$ cat src/rtl/st2bus.sv
// st2bus: packs ST-bit framed stream beats LSB-first into BUS-bit words with a valid/ready output.
// Optional ST2BUS_STATUS_EN appends a per-packet status word after the final data word.
module st2bus #(
    parameter int BUS            = 512,
    parameter int ST             = 8,
    parameter int NUM_ST_PER_BUS = 64,
    parameter int BW             = 7
) (
    input  logic            clk,
    input  logic            rst_n,
    input  logic [ST-1:0]   st_data,
    input  logic            st_valid,
    input  logic            st_sop,
    input  logic            st_eop,
    output logic            st_ready,
    output logic [BUS-1:0]  bus_data,
    output logic            bus_en,
    input  logic            bus_ready,
    output logic            bus_last,
    output logic [BW-1:0]   bus_bytes,
    output logic [15:0]     pkt_cnt,
    output logic            err_sop,
    output logic            err_nosop
);
    localparam int IW = BW - 1;
    localparam int SW = $clog2(BUS);

    typedef enum logic [1:0] {
        IDLE = 2'd0,
        FILL = 2'd1
`ifdef ST2BUS_STATUS_EN
        , STAT = 2'd2
`endif
    } state_t;

    state_t          r_state;
    logic [BUS-1:0]  r_pack;
    logic [IW-1:0]   r_idx;
    logic [BUS-1:0]  r_bus_data;
    logic            r_bus_en;
    logic            r_bus_last;
    logic [BW-1:0]   r_bus_bytes;
    logic [15:0]     r_pkt_cnt;
    logic            r_err_sop;
    logic            r_err_nosop;

    logic            w_in_pkt;
    logic            w_restart;
    logic [IW-1:0]   w_idx;
    logic [SW-1:0]   w_lsb;
    logic [BUS-1:0]  w_word;
    logic            w_acc;
    logic            w_xfer;
    logic            w_issue;

`ifdef ST2BUS_STATUS_EN
    logic [15:0]     r_beats;
    logic            r_restarted;
    logic [15:0]     w_beats;

    // Per-packet beat count, saturating, restarting at 1 on every sop
    always_comb begin
        w_beats = r_beats;
        if (w_restart) begin
            w_beats = 16'd1;
        end else if (r_beats != 16'hFFFF) begin
            w_beats = r_beats + 16'd1;
        end else begin
            w_beats = r_beats;
        end
    end

    assign st_ready = (r_state != STAT) && (!r_bus_en || bus_ready);
`else
    assign st_ready = !r_bus_en || bus_ready;
`endif

    // Beat placement: a sop (or any beat outside FILL) starts a fresh word at index 0
    always_comb begin
        w_in_pkt  = (r_state == FILL) || st_sop;
        w_restart = (r_state != FILL) || st_sop;
        w_idx     = w_restart ? '0 : r_idx;
        w_lsb     = SW'(w_idx) * SW'(ST);
        w_word    = w_restart ? '0 : r_pack;
        w_word[w_lsb +: ST] = st_data;
        w_acc     = st_valid && st_ready;
        w_xfer    = r_bus_en && bus_ready;
        w_issue   = w_acc && w_in_pkt && (st_eop || (w_idx == IW'(NUM_ST_PER_BUS - 1)));
    end

    // Framing FSM, pack register and the one-entry output register
    always_ff @(posedge clk or negedge rst_n) begin
        if (!rst_n) begin
            r_state     <= IDLE;
            r_pack      <= '0;
            r_idx       <= '0;
            r_bus_data  <= '0;
            r_bus_en    <= 1'b0;
            r_bus_last  <= 1'b0;
            r_bus_bytes <= '0;
            r_pkt_cnt   <= 16'd0;
            r_err_sop   <= 1'b0;
            r_err_nosop <= 1'b0;
`ifdef ST2BUS_STATUS_EN
            r_beats     <= 16'd0;
            r_restarted <= 1'b0;
`endif
        end else begin
            r_err_sop   <= 1'b0;
            r_err_nosop <= 1'b0;
            if (w_xfer) begin
                r_bus_en <= 1'b0;
            end
            case (r_state)
                IDLE, FILL: begin
                    if (w_acc && !w_in_pkt) begin
                        r_err_nosop <= 1'b1;
                    end else if (w_acc) begin
                        if ((r_state == FILL) && st_sop) begin
                            r_err_sop <= 1'b1;
                        end
                        if (w_issue) begin
                            r_bus_en    <= 1'b1;
                            r_bus_data  <= w_word;
                            r_bus_bytes <= BW'(w_idx) + BW'(1);
                            r_bus_last  <= st_eop;
                            r_pack      <= '0;
                            r_idx       <= '0;
                            if (st_eop) begin
                                r_pkt_cnt <= r_pkt_cnt + 16'd1;
`ifdef ST2BUS_STATUS_EN
                                r_bus_last <= 1'b0;
                                r_state    <= STAT;
`else
                                r_state    <= IDLE;
`endif
                            end else begin
                                r_state <= FILL;
                            end
                        end else begin
                            r_pack  <= w_word;
                            r_idx   <= w_idx + IW'(1);
                            r_state <= FILL;
                        end
`ifdef ST2BUS_STATUS_EN
                        r_beats <= w_beats;
                        if (st_sop) begin
                            r_restarted <= (r_state == FILL);
                        end
`endif
                    end
                end
`ifdef ST2BUS_STATUS_EN
                // Status word follows once the final data word has left
                STAT: begin
                    if (w_xfer) begin
                        r_bus_en    <= 1'b1;
                        r_bus_data  <= BUS'({r_restarted, r_pkt_cnt, r_beats});
                        r_bus_bytes <= '0;
                        r_bus_last  <= 1'b1;
                        r_state     <= IDLE;
                    end
                end
`endif
                default: r_state <= IDLE;
            endcase
        end
    end

    assign bus_data  = r_bus_data;
    assign bus_en    = r_bus_en;
    assign bus_last  = r_bus_last;
    assign bus_bytes = r_bus_bytes;
    assign pkt_cnt   = r_pkt_cnt;
    assign err_sop   = r_err_sop;
    assign err_nosop = r_err_nosop;

endmodule

$ cat config.mk
export PLATFORM = sky130hd
export DESIGN_NAME = st2bus
export DESIGN_NICKNAME = d
export VERILOG_FILES = /design/src/rtl/st2bus.sv
export SDC_FILE = /design/constraint.sdc
export NUM_CORES = 2
export LEC_CHECK = 0
export ABC_CLOCK_PERIOD_IN_PS = 5060
export CAP_MARGIN = 5
export CORE_ASPECT_RATIO = 1.1
export CORE_MARGIN = 2
export CORE_UTILIZATION = 56
export DETAILED_ROUTE_END_ITERATION = 7
export PLACE_DENSITY_LB_ADDON = 0.08
export SYNTH_ARGS = -nofsm -noshare
export SYNTH_HDL_FRONTEND = slang
export SYNTH_SLANG_ARGS = --single-unit
$ cat constraint.sdc
create_clock -name clk -period 5.06 [get_ports clk]
set_input_delay 1.518 -clock clk [delete_from_list [all_inputs] [get_ports clk]]
set_output_delay 1.518 -clock clk [all_outputs]
set_load 0.03 [all_outputs]
==> metrics.txt <==
via count around 37000; CP endpoint kind output port; Final Hold Fails 0; final antenna-violating net count 0; Die Footprint 80000 sq um; First-pass DRT Iterations 6; Setup crit start kind input port; number of remaining DRC errors 0; f_max 210 MHz; min setup slack post-route between 0.2 and 0.3 ns; Final TNS setup 0 ns; clock root cell clkbuf_16; Global Route Usage Sum 0.387; outcome completed; CTS buffer count ~110; Longest Clk Path Bufs 3; wire per inst roughly 28 um; Yosys cell types 68; gp weighted congestion just over 0.9; largest net degree at the start of global routing 140; Sw Share 0.263; CP Data Arrival Time 3.25 ns; CORE AREA between 70000 and 80000 sq um; worst vdd ir ~0.28 mV; number of synthesized flops with an enable pin 0; GRT overflow 0; main flop type after synthesis dfrtp_1; total setup buffers inserted after CTS 0; Vert. Die Dim 296 um; slew margin rel. 0.148; share of cells above drive strength 1 0.0989; Tcrit/Tclk final 0.943; Pint ~14000 uW; area added between synthesis and finish 26.2%; post-synthesis register bit count roughly 1100; first-pass GRT wire length about 230000 um; CTS H-tree lvls 3; mean number of vias per cell 6.72; Clk pwr share 0.439; initial antenna violation count 2; Max-Cap Viols 0; Buffers on Ports 553; commonest cells after routing, fill and taps aside dfrtp_1, clkdlybuf4s50_1, nand2_1, nor2_1, a22o_1; Num Clock Sinks ~1100; Worst-Margin Slew about 1.3 ns; CTS tree done; final period demand of the worst path 4.77 ns; Final setup viols 0; NumNets Final roughly 4500; Leak about 0.024 uW; switching pwr between 4000 and 5000 uW; ys async rst share 1.00; Die X 270 um; Flop pwr share 0.467; CTS-repair resized insts 0; Finished Cell Area ~55000 sq um; # hold bufs at CTS 0; synth warn 0; power share of the combinational group 0.094; Setup Skew 0.0229 ns; later-pin clock latency in the skew report roughly 0.7 ns; vias in the first global route about 37000; Seq/Total Area, Yosys 0.608; Placed Area between 50000 and 60000 sq um; Hold Path Class register to register; initial DRC count ~4600; Clock transition at path regs roughly 0.060 ns; kind of critical path input port to output port; RSZ-0062 raised after global routing false; Detailed Place HPWL around 110000 um; Synth Instances between 3000 and 4000; Slew Limit Fails 0; most common cell after layout, fill and taps aside dfrtp_1; Worst Path Required 3.54 ns; # rows 107; Worst Path Max Fanout 6; Mapped Nets between 3000 and 4000; # IOs 554; Routed WL 157000 um; # fillers around 5600; Post-Syn Area per Cell around 11 sq um; Setup Slack @ Placement -0.184 ns; initial cell density of the core 0.564; mapped cell area 43500 sq um; Pwr Density about 340 nW/um^2
[metrics by stage]
stage / hold slack (ns) / utilization / total power [uW] / std cells
after global placement: 0.452 / 0.665 / 10500 / 5379
final: 0.465 / 0.712 / 18500 / 5576
after global routing: 0.483 / 0.712 / 19000 / 5575
after CTS: 0.469 / 0.712 / 18500 / 5575
after floorplan: 0.448 / - / 9610 / 3831
after detailed placement: 0.455 / 0.665 / 10500 / 5379
[worst paths after layout]
| path | to | start | slack, ns | cells past startpoint |
|---|---|---|---|---|
| worst max-delay path | st_ready | bus_ready | 0.29 | 4 |
| worst min-delay path | bus_data[388]$_DFFE_PN0P_ | bus_data[388]$_DFFE_PN0P_ | 0.46 | 2 |
| worst max register to register | r_pack[509]$_DFFE_PN0P_ | r_idx[3]$_DFFE_PN0P_ | 1.14 | 6 |
| worst min register to register | bus_data[388]$_DFFE_PN0P_ | bus_data[388]$_DFFE_PN0P_ | 0.46 | 2 |
| max in group asynchronous | r_pack[429]$_DFFE_PN0P_ | rst_n | 2.96 | 2 |
| min in group asynchronous | bus_data[184]$_DFFE_PN0P_ | rst_n | 0.94 | 1 |
[cell families after synthesis]
logic type      synth area share
simple gates               0.126
xor+xnor                 0.00463
compound gates             0.232
flops                      0.608
buf+inv                   0.0243
mux                      0.00368
fa+ha+maj                0.00144
[layout make-up]
class                           count  area [sq um]  area share
Sequential cell                  1058         26500       0.482
Multi-Input combinational cell   2505         16100       0.293
Timing Repair Buffer              765          7430       0.135
Clock buffer                      156          3140      0.0572
Tap cell                         1035          1290      0.0236
Clock inverter                     40           464     0.00845
Inverter                           16          60.1     0.00109
Antenna cell                        1          2.50   0.0000455
[cells in the mapped netlist (78+ instances only)]
library cell / number / share of area
dfrtp_1: 1058 / 0.61
o21ai_0: 141 / 0.016
nand3_1: 78 / 0.0090
a221o_1: 245 / 0.056
nand2_1: 514 / 0.044
o2bb2ai_1: 183 / 0.037
a21oi_1: 87 / 0.010
a22oi_1: 105 / 0.018
nand4_1: 80 / 0.011
nor2_1: 306 / 0.026
clkbuf_1: 193 / 0.017
a22o_1: 264 / 0.053
[worst max-delay path, cell delays in order]
cell             delay (ns)
clkdlybuf4s50_1        0.40
nor2b_1                0.53
inv_1                  0.17
clkdlybuf4s50_1        0.64
[registers in the layout (all words and copies together), names as in the netlist]
register,flops
bus_bytes,7
bus_data,512
bus_en,1
bus_last,1
err_nosop,1
err_sop,1
pkt_cnt,16
r_idx,6
r_pack,512
r_state,1
[per-layer routing]
layer,track usage,share of wire,vias to the layer above
met5,0,0.000083,-
met3,0.0994,0.11,463
li1,-,-,15800
met1,0.523,0.39,18800
met2,0.579,0.45,2402
met4,0.205,0.057,2
[power by group through the flow]
stage | Sequential, uW | Clock, uW | Combinational (uW)
final | 8670 | 8140 | 1740
after global routing | 8670 | 8530 | 1840
after CTS | 8660 | 8160 | 1710
after detailed placement | 8820 | 0 | 1700
after global placement | 8810 | 0 | 1690
after floorplan | 8900 | 0 | 719
Note: power is estimated with default switching activity, not from simulation.
